==> src/rtl/spi_master.sv <==
`default_nettype none
// +----------------------------------------------------------------------------+
// | Module      : spi_master                                                   |
// | Description : SPI mode-0 initiator, MSB first. It shifts one WIDTH-bit     |
// |               word out on mosi and captures the reply from miso.           |
// |               Optional macro SPI_LOOPBACK_EN adds a loopback input port.   |
// | Revision    : 1.0 - initial release                                        |
// +----------------------------------------------------------------------------+
module spi_master #(
    parameter int WIDTH   = 8,
    parameter int CLK_DIV = 4
) (
    input  logic             clk,
    input  logic             reset,
    input  logic             start,
    input  logic [WIDTH-1:0] txData,
    output logic [WIDTH-1:0] rxData,
    output logic             busy,
    output logic             done,
    output logic             cs,
    output logic             sclk,
    output logic             mosi,
    input  logic             miso
`ifdef SPI_LOOPBACK_EN
    ,
    input  logic             loopback
`endif
);

    localparam int c_divWidth = $clog2(CLK_DIV + 1);
    localparam int c_bitWidth = $clog2(WIDTH);
    localparam logic [c_divWidth-1:0] c_divLast = c_divWidth'(CLK_DIV - 1);
    localparam logic [c_bitWidth-1:0] c_bitLast = c_bitWidth'(WIDTH - 1);

    typedef enum logic [2:0] {
        S_IDLE  = 3'd0,
        S_SETUP = 3'd1,
        S_SHIGH = 3'd2,
        S_SLOW  = 3'd3,
        S_HOLD  = 3'd4,
        S_DONE  = 3'd5
    } state_t;

    state_t                r_state;
    logic [c_divWidth-1:0] r_div;
    logic [c_bitWidth-1:0] r_bitCount;
    logic [WIDTH-1:0]      r_txShift;
    logic [WIDTH-1:0]      r_rxShift;
    logic [WIDTH-1:0]      r_rxData;
    logic                  r_busy;
    logic                  r_done;
    logic                  r_cs;
    logic                  r_sclk;
    logic                  w_phaseEnd;
    logic                  w_sampleBit;
    logic                  w_timedPhase;

    assign w_phaseEnd   = (r_div == c_divLast);
    assign w_timedPhase = (r_state == S_SETUP) || (r_state == S_SHIGH) ||
                          (r_state == S_SLOW)  || (r_state == S_HOLD);

`ifdef SPI_LOOPBACK_EN
    logic r_loopSel;
    // The MSB of the tx shifter is the bit currently on mosi.
    assign w_sampleBit = r_loopSel ? r_txShift[WIDTH-1] : miso;
`else
    assign w_sampleBit = miso;
`endif

    always_ff @(posedge clk) begin
        if (reset) begin
            r_state    <= S_IDLE;
            r_div      <= '0;
            r_bitCount <= '0;
            r_txShift  <= '0;
            r_rxShift  <= '0;
            r_rxData   <= '0;
            r_busy     <= 1'b0;
            r_done     <= 1'b0;
            r_cs       <= 1'b1;
            r_sclk     <= 1'b0;
`ifdef SPI_LOOPBACK_EN
            r_loopSel  <= 1'b0;
`endif
        end else begin
            r_done <= 1'b0;
            if (w_timedPhase) begin
                r_div <= w_phaseEnd ? '0 : r_div + 1'b1;
            end

            case (r_state)
                S_IDLE: begin
                    if (start) begin
                        r_txShift  <= txData;
                        r_div      <= '0;
                        r_bitCount <= '0;
                        r_cs       <= 1'b0;
                        r_busy     <= 1'b1;
                        r_sclk     <= 1'b0;
`ifdef SPI_LOOPBACK_EN
                        r_loopSel  <= loopback;
`endif
                        r_state    <= S_SETUP;
                    end
                end
                S_SETUP, S_SLOW: begin
                    // miso is captured on the same edge that raises sclk, i.e.
                    // before the peripheral shifts out its next bit.
                    if (w_phaseEnd) begin
                        r_sclk    <= 1'b1;
                        r_rxShift <= {r_rxShift[WIDTH-2:0], w_sampleBit};
                        r_state   <= S_SHIGH;
                    end
                end
                S_SHIGH: begin
                    if (w_phaseEnd) begin
                        r_sclk <= 1'b0;
                        if (r_bitCount == c_bitLast) begin
                            r_state <= S_HOLD;
                        end else begin
                            r_txShift  <= r_txShift << 1;
                            r_bitCount <= r_bitCount + 1'b1;
                            r_state    <= S_SLOW;
                        end
                    end
                end
                S_HOLD: begin
                    if (w_phaseEnd) begin
                        r_state <= S_DONE;
                    end
                end
                S_DONE: begin
                    r_cs       <= 1'b1;
                    r_busy     <= 1'b0;
                    r_done     <= 1'b1;
                    r_rxData   <= r_rxShift;
                    r_bitCount <= '0;
                    r_state    <= S_IDLE;
                end
                default: begin
                    r_state <= S_IDLE;
                end
            endcase
        end
    end

    assign rxData = r_rxData;
    assign busy   = r_busy;
    assign done   = r_done;
    assign cs     = r_cs;
    assign sclk   = r_sclk;
    assign mosi   = r_txShift[WIDTH-1];

endmodule
`default_nettype wire

==> config.mk <==
export PLATFORM = sky130hd
export DESIGN_NAME = spi_master
export DESIGN_NICKNAME = d
export VERILOG_FILES = /design/src/rtl/spi_master.sv
export SDC_FILE = /design/constraint.sdc
export NUM_CORES = 1
export LEC_CHECK = 0
export ABC_AREA = 1
export ABC_CLOCK_PERIOD_IN_PS = 2100
export CAP_MARGIN = 20
export CORE_MARGIN = 5
export CORE_UTILIZATION = 52
export CTS_CLUSTER_SIZE = 24
export DETAILED_ROUTE_END_ITERATION = 16
export PLACE_DENSITY = 0.83
export SETUP_SLACK_MARGIN = 0.3
export SLEW_MARGIN = 20
export SYNTH_ARGS = -nofsm -noshare
export SYNTH_HDL_FRONTEND = slang
export SYNTH_SLANG_ARGS = --single-unit
==> constraint.sdc <==
create_clock -name clk -period 2.1 [get_ports clk]
set_clock_uncertainty 0.2 [all_clocks]
set_input_delay 0.42 -clock clk [delete_from_list [all_inputs] [get_ports clk]]
set_output_delay 0.42 -clock clk [all_outputs]
set_load 0.1 [all_outputs]
==> results of run 1 <==
## synthesized netlist by cell type
library cell,number,share of area (%)
nor2_1,26,6.0
nor2_4,1,0.69
a21oi_1,15,4.6
ha_1,3,2.3
nor2_2,5,1.9
inv_2,6,1.4
a21oi_4,1,1.0
buf_1,1,0.23
nand3_1,12,3.7
o21ai_0,15,4.6
nand2_1,47,11
o21ai_1,16,4.9
nand3_4,1,1.1
a22o_1,2,1.1
nand2_2,3,1.2
or2_0,1,0.38
nand3_2,2,1.2
inv_1,22,5.1
dfxtp_1,37,46
a211oi_1,1,0.46
clkbuf_1,1,0.23
nand3b_1,1,0.46
buf_4,1,0.46
buf_2,2,0.62
## worst max path at each step
stage | from | endpoint | depth (start not counted)
finish | r_div[0]$_SDFF_PP0_ | r_txShift[4]$_SDFFE_PP0P_ | 7
global route | r_state[1]$_SDFFE_PP0P_ | r_state[1]$_SDFFE_PP0P_ | 7
CTS | r_bitCount[0]$_SDFFE_PP0P_ | r_txShift[4]$_SDFFE_PP0P_ | 6
detailed placement | start | r_state[0]$_SDFFE_PP0P_ | 8
global placement | start | r_state[0]$_SDFFE_PP0P_ | 8
floorplan | r_bitCount[0]$_SDFFE_PP0P_ | r_txShift[7]$_SDFFE_PP0P_ | 6
## through the flow
step                      util [%]  worst slack [ns]
after floorplan                  -             0.522
after global placement        67.4             0.288
after detailed placement      67.4             0.241
after CTS                     70.2             0.308
after global routing          71.1             0.304
final                         71.1             0.453
## logic make-up after synthesis
group           synth area share (%)
simple gates                    27.5
buf+inv                         8.00
fa+ha+maj                       2.31
flops                           45.5
compound gates                  16.7
## worst max-delay path, cell delays in order, from the launching register on
cell and delay [ns]:
dfxtp_1 0.34, ha_1 0.21, nand2_1 0.18, nand3_2 0.15
nand2_2 0.17, inv_2 0.09, a21oi_1 0.15, nor2_1 0.06
## power breakdown
part | total [mW] | internal, mW | switching, mW
Sequential | 0.984 | 0.857 | 0.127
Combinational | 1.07 | 0.403 | 0.670
Clock | 0.523 | 0.284 | 0.239
Total | 2.58 | 1.54 | 1.04
## registers in the layout (all words and copies together), names as in the netlist
register	count
busy	1
cs	1
done	1
r_bitCount	3
r_div	3
r_rxShift	8
r_state	3
r_txShift	8
rxData	8
sclk	1
## cell type report
cell class	count	area, µm²
Clock inverter	1	30.0
Clock buffer	7	55.1
Timing Repair Buffer	29	408
Tap cell	44	55.1
Fill cell	236	876
Multi-Input combinational cell	152	758
Sequential cell	37	741
Inverter	28	105
## layer usage
metal | GRT usage (%) | vias up
met4 | 7.36 | 0
met5 | 0 | -
met1 | 21.2 | 664
met3 | 5.78 | 6
met2 | 28.0 | 37
li1 | - | 778
## timing repair
item	in CTS	in global routing
setup buffers	0	3
resized for setup	0	1
setup endpoints to repair	0	17
==> results.yml, run 1 <==
timing:
  holdWs_ns: 0.250
  setup_viol: 0
  final-hold-violation-count: 0
  fin_tns_setup_ns: 0
  max_slew.worst_pin.slew_ns: 0.457
  fin_crit_ns: 1.65
  slew_violations: 0
  rsz0062_at_grt: "false"
  fmax_ghz: 0.607
  post-route-period-util_pct: 78.4
  slew_headroom_pct: 69.5
layout:
  final_cells: 298
  most-common-layout-cells: "nand2_1, dfxtp_1, nor2_1"
  post_route_cells_drive_above_1_share_pct: 17.7
  nets: 268
  final_cell_area_um2: 2150
  final_common_cell: "nand2_1"
  syn2layout_area_growth_pct: 32.3
  diodes: 0
synthesis:
  syn_avg_cell_area_um2: 7.33
  yosysSeqAreaShare_pct: 45.5
  syn_area_um2: 1630
  ys_types: 24
  yosysWarnings: 0
  syn_inst: 222
  ys_ff_latch: 37
  synth_nets: 237
floorplan:
  die_w_um: 65.9
  die-height_um: 65.9
  start_util_pct: 53.7
  core_um2: 3030
  die_area_um2: 4350
  rows: 20
  ios: 25
hold_path:
  hp-start: "r_div[2]$_SDFF_PP0_"
  whs_path_depth: 2
  hold_class: "flip-flop to flip-flop"
  hold_end: "r_div[2]$_SDFF_PP0_"
clock_network:
  clk_pin_slew_ns: 0.11
  root_buffer: "clkbuf_4"
  cts_buffer_depth: 2
  hold_buffers: 0
  cts_htree_levels: 2
  clk_latency_ns: 0.35
  cts_tree: "yes"
  cts-buffers-inserted: 5
  cts.sinks: 37
route:
  drtIter0Drc: 108
  num_vias: 1485
  drtPass1Iterations: 4
  met3_length_um: 176
  route.met2.wl_um: 1550
  via_per_inst: 4.98
  drc: 0
  wl_met1_um: 1590
  routed_wirelength_um: 3390
  drtAntennaViolNets: 0
  wl_per_cell_um: 11.4
  highest_layer: "met4"
global_routing:
  grt_pass1_vias: 1368
  grt_pass1_wl_um: 5850
  grt_max_degree: 23
  grt-ovfl-total: 0
  antenna_found_initial: 0
  grt_use_total_pct: 17.4
power_and_ir_drop:
  ir_worst_vdd_uv: 869
  p_per_area_nw_per_um2: 1200
  power_mw: 2.58
  p_leak_nw: 0.952
placement:
  place_area_um2: 2040
  dpl.cell_count: 287
  port_buffers: 24
  dp_hpwl_um: 2370
  gp_congestion: 0.898
critical_path:
  ff2ff_path_depth: 7
  critPathLaunchType: "flip-flop"
  r2r-start: "r_div[0]$_SDFF_PP0_"
  required_ns: 2.16
  crit_type: "flip-flop to flip-flop"
  r2r_end: "r_txShift[4]$_SDFFE_PP0P_"
  r2r_slack_ns: 0.45
  critPathCaptureType: "flip-flop"
  cp.arrival_ns: 1.70
  path_max_fanout: 7
run:
  max_cap_violations: 0
status:
  status: "finished clean"
No activity file was read; power rests on OpenSTA's default activity.
==> run 2: changes to the inputs <==
--- a/config.mk
+++ b/config.mk
@@ -6,13 +6,13 @@
 export NUM_CORES = 1
 export LEC_CHECK = 0
 export ABC_AREA = 1
-export ABC_CLOCK_PERIOD_IN_PS = 2100
+export ABC_CLOCK_PERIOD_IN_PS = 1450
 export CAP_MARGIN = 20
 export CORE_MARGIN = 5
-export CORE_UTILIZATION = 52
+export CORE_UTILIZATION = 47
 export CTS_CLUSTER_SIZE = 24
 export DETAILED_ROUTE_END_ITERATION = 16
-export PLACE_DENSITY = 0.83
+export PLACE_DENSITY = 0.8
 export SETUP_SLACK_MARGIN = 0.3
 export SLEW_MARGIN = 20
 export SYNTH_ARGS = -nofsm -noshare
==> constraint.sdc (replaced) <==
create_clock -name clk -period 1.45 [get_ports clk]
set_clock_uncertainty 0.2 [all_clocks]
set_input_delay 0.29 -clock clk [delete_from_list [all_inputs] [get_ports clk]]
set_output_delay 0.29 -clock clk [all_outputs]
set_load 0.1 [all_outputs]
==> run 2 against run 1 <==
The flow now finishes with violations (setup timing). Utilization is 11 points higher. Power up 77%. Cell count grew 8.1%. Register-to-register slack worse by 0.61 ns. Routed wire length up 55%. Fmax is 2.6% higher. Critical path type unchanged.
==> results.yml, run 2 (same netlist as run 1, synthesis figures left out) <==
global_routing:
  antenna_found_initial: 0
  grt_max_degree: 17
  grt_pass1_wl_um: 7600
  grt-ovfl-total: 0
  grt_pass1_vias: 1635
  grt_use_total_pct: 22.1
hold_path:
  whs_path_depth: 2
  hold_class: "flip-flop to flip-flop"
  hp-start: "cs$_SDFFE_PP1P_"
  hold_end: "cs$_SDFFE_PP1P_"
floorplan:
  core_um2: 3340
  die_area_um2: 4740
  ios: 25
  die-height_um: 68.8
  start_util_pct: 48.7
  die_w_um: 68.8
  rows: 21
critical_path:
  r2r_slack_ns: -0.16
  r2r-start: "r_state[0]$_SDFFE_PP0P_"
  required_ns: 1.55
  crit_type: "flip-flop to flip-flop"
  cp_top_family: "simple AND/OR/NAND/NOR gates"
  critPathSlowestCell: "dfxtp_4"
  crit_top_cell: "nand2_1"
  cp.arrival_ns: 1.70
  path_max_fanout: 6
  critPathCaptureType: "flip-flop"
  critPathLaunchType: "flip-flop"
  r2r_end: "r_state[0]$_SDFFE_PP0P_"
  ff2ff_path_depth: 8
  path_cells: "nor2_4, buf_6, nand3b_1, o21ai_2, inv_2, nand2_1, nand2_1, nor2_1"
  cpPeakStageDelay_ns: 0.42
  critPathBufInv: 2
layout:
  nets: 290
  final_cell_area_um2: 2730
  syn2layout_area_growth_pct: 67.7
  most-common-layout-cells: "nand2_1, nor2_1, inv_1, buf_4, dfxtp_1"
  final_common_cell: "nand2_1"
  fillers: 191
  diodes: 0
  final_cells: 322
  utilization_pct: 81.7
  post_route_cells_drive_above_1_share_pct: 49.6
status:
  status: "complete, but fails checks"
  violations: "setup timing"
timing:
  max_slew.worst_pin.slew_ns: 0.281
  fmax_ghz: 0.623
  final-hold-violation-count: 0
  post-route-period-util_pct: 111
  setup_viol: 16
  slew_violations: 0
  slew_headroom_pct: 81.3
  finalWorstSetupSlack_ns: -0.155
  fin_crit_ns: 1.61
  rsz0062_at_grt: "true"
clock_network:
  cts_buffer_depth: 2
  cts_htree_levels: 2
  clk_pin_slew_ns: 0.12
  cts_tree: "yes"
  cts-buffers-inserted: 5
  cts.sinks: 37
  hold_buffers: 0
  root_buffer: "clkbuf_4"
  clk_latency_ns: 0.37
placement:
  port_buffers: 24
  gp_congestion: 0.779
  dp_hpwl_um: 2770
  dpl.cell_count: 296
  place_area_um2: 2230
route:
  drtAntennaViolNets: 0
  via_per_inst: 5.32
  drc: 0
  routed_wirelength_um: 5250
  wl_met1_um: 2110
  route.met2.wl_um: 2670
  wl_per_cell_um: 16.3
  drtIter0Drc: 129
  num_vias: 1714
  highest_layer: "met4"
  drtPass1Iterations: 5
  met3_length_um: 255
run:
  max_cap_violations: 0
power_and_ir_drop:
  sw_frac_of_total_pct: 43.5
  combPwrFrac_pct: 50.5
  p_sw_mw: 1.98
  power.internal_mw: 2.58
  ir_worst_vdd_uv: 1210
  clkPwrFrac_pct: 16.3
  p_per_area_nw_per_um2: 1670
  p_leak_nw: 1.11
  power.share.sequential_pct: 33.2
## run 2: cell types whose count changed in the layout (fill, tap and decap cells not counted), sizes merged
cell,previous run,this run
buf,18,37
clkbuf,7,6
clkinvlp,0,1
clkinv,0,1
nand2,50,52
## run 2: metrics by stage
stage / power [mW] / hold slack [ns] / setup TNS [ns] / setup slack [ns]
CTS: 4.30 / 0.273 / -0.338 / -0.0561
detailed placement: 3.23 / 0.261 / -5.60 / -0.292
global placement: 3.17 / 0.255 / -4.68 / -0.231
finish: 4.55 / 0.287 / -0.837 / -0.155
floorplan: 2.73 / 0.152 / -0.159 / -0.0304
global route: 4.82 / 0.303 / -2.36 / -0.199
## run 2: worst register-to-register path: cells and delay by family (launching register included)
kind            cells  cell delay [ns]
simple gates        5             0.63
compound gates      1             0.11
buf+inv             2             0.18
flops               1             0.42
## run 2: repair_timing
| item | in CTS | in global routing |
|---|---|---|
| gates cloned | 3 | 0 |
| resized for setup | 46 | 34 |
| pin swaps | 15 | 19 |
| buffers inserted | 10 | 5 |
| setup endpoints to repair | 49 | 50 |
## run 2: final cells by class
type	instances	area (µm²)	share of cell area, %
Timing Repair inverter	1	7.51	0.275
Clock buffer	6	41.3	1.51
Timing Repair Buffer	48	573	21.0
Sequential cell	37	776	28.4
Multi-Input combinational cell	154	1110	40.6
Inverter	28	128	4.68
Clock inverter	2	38.8	1.42
Tap cell	46	57.6	2.11
## run 2: how the worst max path moves through the flow
stage | endpoint | startpoint | cells after the start
2_1_floorplan | r_txShift[7]$_SDFFE_PP0P_ | r_bitCount[0]$_SDFFE_PP0P_ | 6
4_1_cts | r_txShift[5]$_SDFFE_PP0P_ | r_bitCount[1]$_SDFFE_PP0P_ | 6
3_5_place_dp | r_txShift[6]$_SDFFE_PP0P_ | start | 7
3_3_place_gp | r_bitCount[2]$_SDFFE_PP0P_ | start | 8
6_report | r_state[0]$_SDFFE_PP0P_ | r_state[0]$_SDFFE_PP0P_ | 8
5_1_grt | r_state[0]$_SDFFE_PP0P_ | r_state[0]$_SDFFE_PP0P_ | 8
## run 2: routing by layer
layer | vias up | track usage (%)
met2 | 57 | 38.1
met1 | 817 | 24.3
met3 | 19 | 6.16
li1 | 821 | -
met4 | 0 | 11.9
met5 | - | 0
## run 2: power by group through the flow
stage               clock network, mW  registers [mW]  logic (mW)
detailed placement                  0            1.50        1.73
global route                    0.796            1.54        2.48
CTS                             0.749            1.49        2.07
finish                          0.742            1.51        2.30
floorplan                           0            1.68        1.05
global placement                    0            1.49        1.68
